`config.mk`:
```
export PLATFORM = sky130hd
export DESIGN_NAME = farm_road_sensor
export DESIGN_NICKNAME = d
export VERILOG_FILES = /design/src/rtl/farm_road_sensor.sv
export SDC_FILE = /design/constraint.sdc
export NUM_CORES = 1
export LEC_CHECK = 0
export ABC_CLOCK_PERIOD_IN_PS = 5400
export CAP_MARGIN = 20
export CORE_MARGIN = 2
export CORE_UTILIZATION = 48
export DETAILED_ROUTE_END_ITERATION = 7
export GPL_ROUTABILITY_DRIVEN = 0
export PLACE_DENSITY_LB_ADDON = 0.08
export SYNTH_ARGS = -nofsm -noshare
export SYNTH_HDL_FRONTEND = slang
export SYNTH_SLANG_ARGS = --single-unit
```
`constraint.sdc`:
```
create_clock -name clk -period 5.4 [get_ports clk]
set_input_delay 0.54 -clock clk [delete_from_list [all_inputs] [get_ports clk]]
set_output_delay 0.54 -clock clk [all_outputs]
set_load 0.02 [all_outputs]
```
`src/rtl/farm_road_sensor.sv`:
```
// Roadside vehicle-request generator: conditions the detector loop, queues farm-road
// vehicles, drives the `x` request to the signal controller and watches its lights.
module farm_road_sensor #(
   parameter int DEB_CYC   = 4,
   parameter int DEP_CYC   = 8,
   parameter int MAX_GREEN = 32,
   parameter int CNT_W     = 4
) (
   input  logic             clk,
   input  logic             reset,
   input  logic             car_raw,
   input  logic [1:0]       hw,
   input  logic [1:0]       cw,
   output logic             x,
   output logic [CNT_W-1:0] car_count,
   output logic             q_full,
   output logic             light_err
);

   localparam int DEB_W = $clog2(DEB_CYC + 1);
   localparam int DEP_W = $clog2(DEP_CYC + 1);
   localparam int GT_W  = $clog2(MAX_GREEN + 1);

   localparam logic [1:0] RED = 2'b00;
   localparam logic [1:0] GRN = 2'b10;
   localparam logic [1:0] BAD = 2'b11;

   localparam logic [CNT_W-1:0] CNT_MAX = {CNT_W{1'b1}};

   typedef enum logic [1:0] {IDLE, REQUEST, SERVE, YIELD} state_t;

   state_t state, state_nxt;

   logic             sync1, sync2;
   logic             deb_lvl;
   logic [DEB_W-1:0] deb_cnt;
   logic             deb_hit, arrival;
   logic [DEP_W-1:0] dep_cnt;
   logic             dep_run, depart;
   logic [GT_W-1:0]  gt;
   logic             gt_done;
   logic             err_now;

   // Detector conditioning: 2-flop synchroniser then a stable-run debouncer.
   always_ff @(posedge clk or negedge reset) begin
      if (!reset) begin
         sync1 <= 1'b0;
         sync2 <= 1'b0;
      end else begin
         sync1 <= car_raw;
         sync2 <= sync1;
      end
   end

   assign deb_hit = (sync2 != deb_lvl) && (deb_cnt == DEB_W'(DEB_CYC - 1));
   assign arrival = deb_hit && sync2;

   always_ff @(posedge clk or negedge reset) begin
      if (!reset) begin
         deb_lvl <= 1'b0;
         deb_cnt <= '0;
      end else if (sync2 == deb_lvl || deb_hit) begin
         deb_cnt <= '0;
         if (deb_hit) deb_lvl <= sync2;
      end else begin
         deb_cnt <= deb_cnt + 1'b1;
      end
   end

   // One vehicle leaves per DEP_CYC cycles of farm-road green.
   assign dep_run = (cw == GRN) && (car_count != '0);
   assign depart  = dep_run && (dep_cnt == DEP_W'(DEP_CYC - 1));

   always_ff @(posedge clk or negedge reset) begin
      if (!reset)                dep_cnt <= '0;
      else if (!dep_run || depart) dep_cnt <= '0;
      else                       dep_cnt <= dep_cnt + 1'b1;
   end

   always_ff @(posedge clk or negedge reset) begin
      if (!reset) begin
         car_count <= '0;
      end else if (arrival && !depart) begin
         if (car_count != CNT_MAX) car_count <= car_count + 1'b1;
      end else if (depart && !arrival) begin
         if (car_count != '0) car_count <= car_count - 1'b1;
      end
   end

   assign q_full = (car_count == CNT_MAX);

   // Green timer is held at zero outside SERVE, so it restarts on every entry.
   always_ff @(posedge clk or negedge reset) begin
      if (!reset)              gt <= '0;
      else if (state != SERVE) gt <= '0;
      else                     gt <= gt + 1'b1;
   end

   assign gt_done = (gt == GT_W'(MAX_GREEN - 1));

   always_ff @(posedge clk or negedge reset) begin
      if (!reset) begin
         state <= IDLE;
         x     <= 1'b0;
      end else begin
         state <= state_nxt;
         x     <= (state_nxt == REQUEST) || (state_nxt == SERVE);
      end
   end

   always_comb begin
      state_nxt = state;
      case (state)
         IDLE:    if (car_count != '0) state_nxt = REQUEST;
         REQUEST: if (cw == GRN) state_nxt = SERVE;
         SERVE:   if (car_count == '0 || gt_done || cw != GRN) state_nxt = YIELD;
         YIELD:   if (hw == GRN) state_nxt = (car_count != '0) ? REQUEST : IDLE;
         default: state_nxt = IDLE;
      endcase
   end

   assign err_now = (hw != RED && cw != RED) || hw == BAD || cw == BAD ||
                    (cw == GRN && state == IDLE);

   always_ff @(posedge clk or negedge reset) begin
      if (!reset)       light_err <= 1'b0;
      else if (err_now) light_err <= 1'b1;
   end

endmodule

```
==> impl_metrics.yaml, run 1 <==
grt:
  grt_pass1_vias: 876
  grt_pass1_wl_um: 3680
  grt_use_total_pct: 18.5
  grt.overflow.total: 0
  antenna_found_initial: 0
  grt_max_degree: 25
cts:
  clock_latency_ns: 0.31
  cts_resized: 0
  clk_path_buf_depth: 2
  cts_setup_buffers: 0
  cts_hold_buffers: 0
  cts_sinks: 24
  numCtsBuffers: 3
  path_clk_slew_ns: 0.13
  cts_tree: "yes"
  htreeDepth: 1
  cts-root-buf: "clkbuf_4"
routing:
  drtIter0Drc: 9
  vias: 823
  wl_um: 2070
  viasPerCell: 5.60
  wl_per_cell_um: 14.1
  final_antenna_net_count: 0
  drc: 0
  firstDrtPassIters: 4
worst_setup_path:
  critical_path_arrival_ns: 2.87
  cp-endpoint: "car_count[3]"
  cp-end-kind: "register"
  timing.rr.end: "car_count[3]"
  required_ns: 5.64
  critPathKind: "input pin to register"
  worstPathMaxFanout: 6
  r2r_slack_ns: 2.84
  ff2ff_path_depth: 9
  timing.rr.start: "dep_cnt[0]"
  startpoint_type: "input pin"
  crit_start: "cw[1]"
sta:
  rsz0062_at_grt: "no"
  relSlewSlack_pct: 56.2
  finalCriticalPeriod_ns: 2.63
  skew_ns: 0.00254
  report.final.slew_viol_count: 0
  hold_viol: 0
  setup_tns_ns: 0
  worst_pin_slew_ns: 0.650
  fmax_mhz: 380
  setup_viol: 0
  fin_crit_sh_pct: 48.7
synthesis:
  yosysSeqAreaShare_pct: 52.0
  synth_edf_count: 0
  synth_cells: 101
  yosysWarnings: 0
  synth_top_area_cell: "dfrtp_1"
  syn_avg_cell_area_um2: 11.4
  synth_top_area_share_pct: 52.0
  synth-seq-cells: 24
  synth_area_leaders: "dfrtp_1 (52%), ha_1 (6.5%), nor2_1 (4.6%)"
  synth_nets: 115
  ys_types: 35
  synth_flop_cell: "dfrtp_1"
  synth_area_mm2: 0.00115
  synthArstFlopShare_pct: 100
power:
  vdd_ir_drop_max_mv: 0.261
  p_int_uw: 368
  leakage_nw: 0.592
  power_frac_comb_pct: 36.6
  power_density_mw_per_mm2: 416
  p_sw_uw: 202
  power.share.sequential_pct: 46.9
  clockPowerShare_pct: 16.5
  p_sw_share_pct: 35.5
finish:
  fill_cells: 190
  instances_no_fill: 147
  antenna_cells: 0
  drive_above_1_share_pct: 14.3
  fin_util_pct: 61.4
  syn2layout_area_growth_pct: 18.7
  final_cell_mix: "dfrtp_1 (24), nor2_1 (14), clkdlybuf4s50_1 (13), ha_1 (6)"
  num-nets-final: 134
  mostFrequentLayoutCell: "dfrtp_1"
place:
  portBuffers: 13
  placed_cells: 142
  hpwl_um: 1470
floorplan:
  core_area_mm2: 0.00223
  start_util_pct: 51.7
  die_w_um: 53.1
  num_rows: 17
  chipHeight_um: 53.1
  die_area_mm2: 0.00281
  io_pins: 14
run_status:
  outcome: "finished, final reports clean"
worst_hold_path:
  hold_path.class: "register to register"
run:
  cap_violations: 0
-- critical path, stage by stage --
cell	delay (ns)
clkdlybuf4s50_1	0.51
inv_1	0.06
o41ai_2	0.63
ha_1	0.36
a21o_1	0.18
a21oi_1	0.19
nor3_1	0.07
a21oi_1	0.18
xnor2_1	0.15
-- state kept, by name, indices dropped and copies added, names as in the netlist --
name / cells
gt: 6
car_count: 4
dep_cnt: 4
deb_cnt: 3
state: 2
deb_lvl: 1
light_err: 1
sync1: 1
sync2: 1
x: 1
-- per-layer routing --
layer	GRT usage [%]	share of wire [%]	vias to the layer above
li1	-	-	393
met1	21.9	47	403
met2	31.7	46	20
met3	3.67	4.3	7
met4	8.97	2.3	0
met5	0	0	-
-- cells in the mapped netlist, types with 2 or more instances --
master / n
nand3_1: 3
ha_1: 6
a21oi_1: 4
xor2_1: 5
and4_2: 2
nand2_1: 4
mux2_2: 2
dfrtp_1: 24
inv_1: 5
xnor2_1: 3
nor2_1: 14
nor4_1: 2
nor3_1: 4
o22a_1: 2
-- metrics by stage --
stage          power (mW)  hold slack, ns  cell area [µm²]  worst slack (ns)
6_report            0.570           0.366             1370              2.77
5_1_grt             0.613           0.384             1370              2.64
4_1_cts             0.575           0.371             1360              2.82
3_5_place_dp        0.480           0.340             1320              2.48
3_3_place_gp        0.472           0.336             1320              2.64
2_1_floorplan       0.399           0.244             1150              3.15
-- logic make-up after synthesis --
logic type	count (synthesis)	synth area share, %
xor gates and xnor gates	8	6.07
adders and majority gates	8	9.10
muxes	2	1.95
AOI/OAI and AO/OA	13	8.67
and+or+nand+nor	41	20.6
DFF	24	52.0
buffers and inverters	5	1.63
-- worst min path at each step --
stage          startpoint      endpoint  slack [ns]  cells after the start
5_1_grt             sync1         sync2        0.38                      0
6_report            sync1         sync2        0.37                      0
2_1_floorplan       reset  car_count[0]        0.24                      0
3_5_place_dp        sync1         sync2        0.34                      0
3_3_place_gp        sync1         sync2        0.34                      0
4_1_cts             sync1         sync2        0.37                      0
-- layout make-up --
type	count	area [µm²]	share of cell area, %
sequential	24	601	43.8
timing repair buffer	14	145	10.6
inverter	5	18.8	1.37
multi-input combinational	72	536	39.1
clock buffer	4	36.3	2.65
tap	28	35.0	2.55
-- power groups by stage --
stage	sequential [mW]	clock [mW]	combinational, mW
6_report	0.267	0.0943	0.208
5_1_grt	0.275	0.104	0.234
4_1_cts	0.269	0.0972	0.209
3_5_place_dp	0.272	0	0.208
3_3_place_gp	0.269	0	0.203
2_1_floorplan	0.285	0	0.114
Power figures use the tool's default switching activity.
==> run 2: changes to the inputs <==
--- a/config.mk
+++ b/config.mk
@@ -5,7 +5,7 @@
 export SDC_FILE = /design/constraint.sdc
 export NUM_CORES = 1
 export LEC_CHECK = 0
-export ABC_CLOCK_PERIOD_IN_PS = 5400
+export ABC_CLOCK_PERIOD_IN_PS = 2300
 export CAP_MARGIN = 20
 export CORE_MARGIN = 2
 export CORE_UTILIZATION = 48
==> constraint.sdc (replaced) <==
create_clock -name clk -period 2.3 [get_ports clk]
set_input_delay 0.23 -clock clk [delete_from_list [all_inputs] [get_ports clk]]
set_output_delay 0.23 -clock clk [all_outputs]
set_load 0.02 [all_outputs]
==> impl_metrics.yaml, run 2 (synthesis results as in run 1) <==
place:
  place_area_mm2: 0.00136
  pre_cts_ws_ns: 0.00836
  portBuffers: 13
  hpwl_um: 1500
power:
  vdd_ir_drop_max_mv: 0.639
  p_int_uw: 912
  clockPowerShare_pct: 15.7
  power.share.sequential_pct: 43.0
  power_density_mw_per_mm2: 965
  p_sw_uw: 488
  p_sw_share_pct: 34.9
  power_frac_comb_pct: 41.3
  leakage_nw: 0.626
cts:
  htreeDepth: 1
  numCtsBuffers: 3
  cts-root-buf: "clkbuf_4"
  clk_path_buf_depth: 2
  path_clk_slew_ns: 0.13
  clock_latency_ns: 0.31
  cts_hold_buffers: 0
  cts_tree: "yes"
  cts_sinks: 24
routing:
  drc: 0
  firstDrtPassIters: 3
  top_layer: "met4"
  wl_met3_um: 65
  final_antenna_net_count: 0
  dr_wl_met2_um: 981
  viasPerCell: 5.29
  met1Wirelength_um: 961
  drtIter0Drc: 5
  wl_um: 2050
  wl_per_cell_um: 13.1
  vias: 826
worst_setup_path:
  critical_path_arrival_ns: 2.41
  path_cells: "ha_4, nand3b_1, o41ai_2, buf_4, ha_1, a21oi_2, nor3_1, a21oi_1, xnor2_1"
  critPathSlowestCell: "dfrtp_1"
  cp-end-kind: "register"
  critPathKind: "register to register"
  required_ns: 2.54
  startpoint_type: "register"
  worstPathMaxFanout: 3
  r2r_slack_ns: 0.13
  slowest_delay_ns: 0.43
finish:
  mostFrequentLayoutCell: "dfrtp_1"
  num-nets-final: 143
  regMostFlops: "gt"
  drive_above_1_share_pct: 23.4
  final_cell_mix: "dfrtp_1 (24), nor2_1 (14), clkdlybuf4s50_1 (13), buf_4 (10)"
  fin_util_pct: 65.0
  design_area_mm2: 0.00145
  largest_reg_flops: 6
  top_regs: "gt x6, car_count x4, dep_cnt x4"
  syn2layout_area_growth_pct: 25.7
  antenna_cells: 0
floorplan:
  chipHeight_um: 53.1
  die_area_mm2: 0.00281
  die_w_um: 53.1
  start_util_pct: 51.7
  num_rows: 17
  io_pins: 14
  core_area_mm2: 0.00223
grt:
  grt_use_total_pct: 17.4
  grt_pass1_vias: 815
  grt_pass1_wl_um: 3450
  grt.overflow.total: 0
  antenna_found_initial: 0
  grt_max_degree: 25
worst_hold_path:
  hold_path.class: "input pin to async pin"
sta:
  skew_ns: 0.00354
  setup_ws_ns: 0.133
  worst_pin_slew_ns: 0.308
  finalCriticalPeriod_ns: 2.17
  report.final.slew_viol_count: 0
  hold_viol: 0
  setup_tns_ns: 0
  setup_viol: 0
  relSlewSlack_pct: 79.2
  fin_crit_sh_pct: 94.2
  fmax_mhz: 461
run:
  cap_violations: 0
run_status:
  outcome: "finished, final reports clean"
run 2: cell count changes in the layout (fill, tap and decap cells not counted), sizes merged:
| cell | before | now |
|---|---|---|
| buf | 1 | 10 |
run 2: worst paths after layout:
check,to,startpoint,cells past startpoint
min in group clk,sync1,car_raw,1
max in group asynchronous,deb_cnt[2],reset,2
setup / recovery,car_count[3],dep_cnt[1],9
setup reg to reg,car_count[3],dep_cnt[1],9
hold reg to reg,sync2,sync1,0
hold / removal,light_err,reset,2
run 2: stage by stage:
| stage | power (mW) | cells | hold slack [ns] |
|---|---|---|---|
| 4_1_cts | 1.39 | 151 | 0.275 |
| 3_3_place_gp | 1.15 | 147 | 0.337 |
| 3_5_place_dp | 1.17 | 147 | 0.343 |
| 6_report | 1.40 | 156 | 0.261 |
| 2_1_floorplan | 0.937 | 101 | -0.0656 |
| 5_1_grt | 1.50 | 156 | 0.280 |
run 2: area by class of cell:
type / count / area [µm²]
Multi-Input combinational cell: 72 / 556
Clock buffer: 4 / 36.3
Tap cell: 28 / 35.0
Timing Repair Buffer: 23 / 205
Fill cell: 182 / 782
Inverter: 5 / 18.8
Sequential cell: 24 / 601
run 2: per-layer routing:
| metal | up-vias | GRT usage, % |
|---|---|---|
| met5 | - | 0 |
| met4 | 0 | 8.97 |
| met3 | 5 | 3.39 |
| met2 | 13 | 28.7 |
| met1 | 398 | 21.5 |
| li1 | 410 | - |
run 2: power groups by stage:
stage	Combinational (mW)	Sequential, mW	Clock, mW
after floorplan	0.268	0.669	0
after global placement	0.550	0.603	0
after detailed placement	0.558	0.610	0
after CTS	0.562	0.601	0.227
after global routing	0.646	0.616	0.242
final	0.578	0.602	0.220
run 2: what timing repair did:
item	CTS	global route
buffers inserted	0	5
setup endpoints to repair	0	1
resized for setup	0	5
run 2: worst max-delay path: cells and delay by family, from the launching register on:
kind / cells / cell delay [ns]
AO/OA/AOI/OAI: 3 / 0.71
flip-flops: 1 / 0.43
adder cells (fa/ha/maj): 2 / 0.42
AND/OR/NAND/NOR: 2 / 0.19
buffers and inverters: 1 / 0.19
XOR/XNOR: 1 / 0.15
==> run 3: changes to the inputs <==
--- a/config.mk
+++ b/config.mk
@@ -6,7 +6,7 @@
 export NUM_CORES = 1
 export LEC_CHECK = 0
 export ABC_CLOCK_PERIOD_IN_PS = 2300
-export CAP_MARGIN = 20
+export CAP_MARGIN = 40
 export CORE_MARGIN = 2
 export CORE_UTILIZATION = 48
 export DETAILED_ROUTE_END_ITERATION = 7
==> results of run 3 <==
Same layout as run 2: the final DEF is identical, and so are final timing and power.
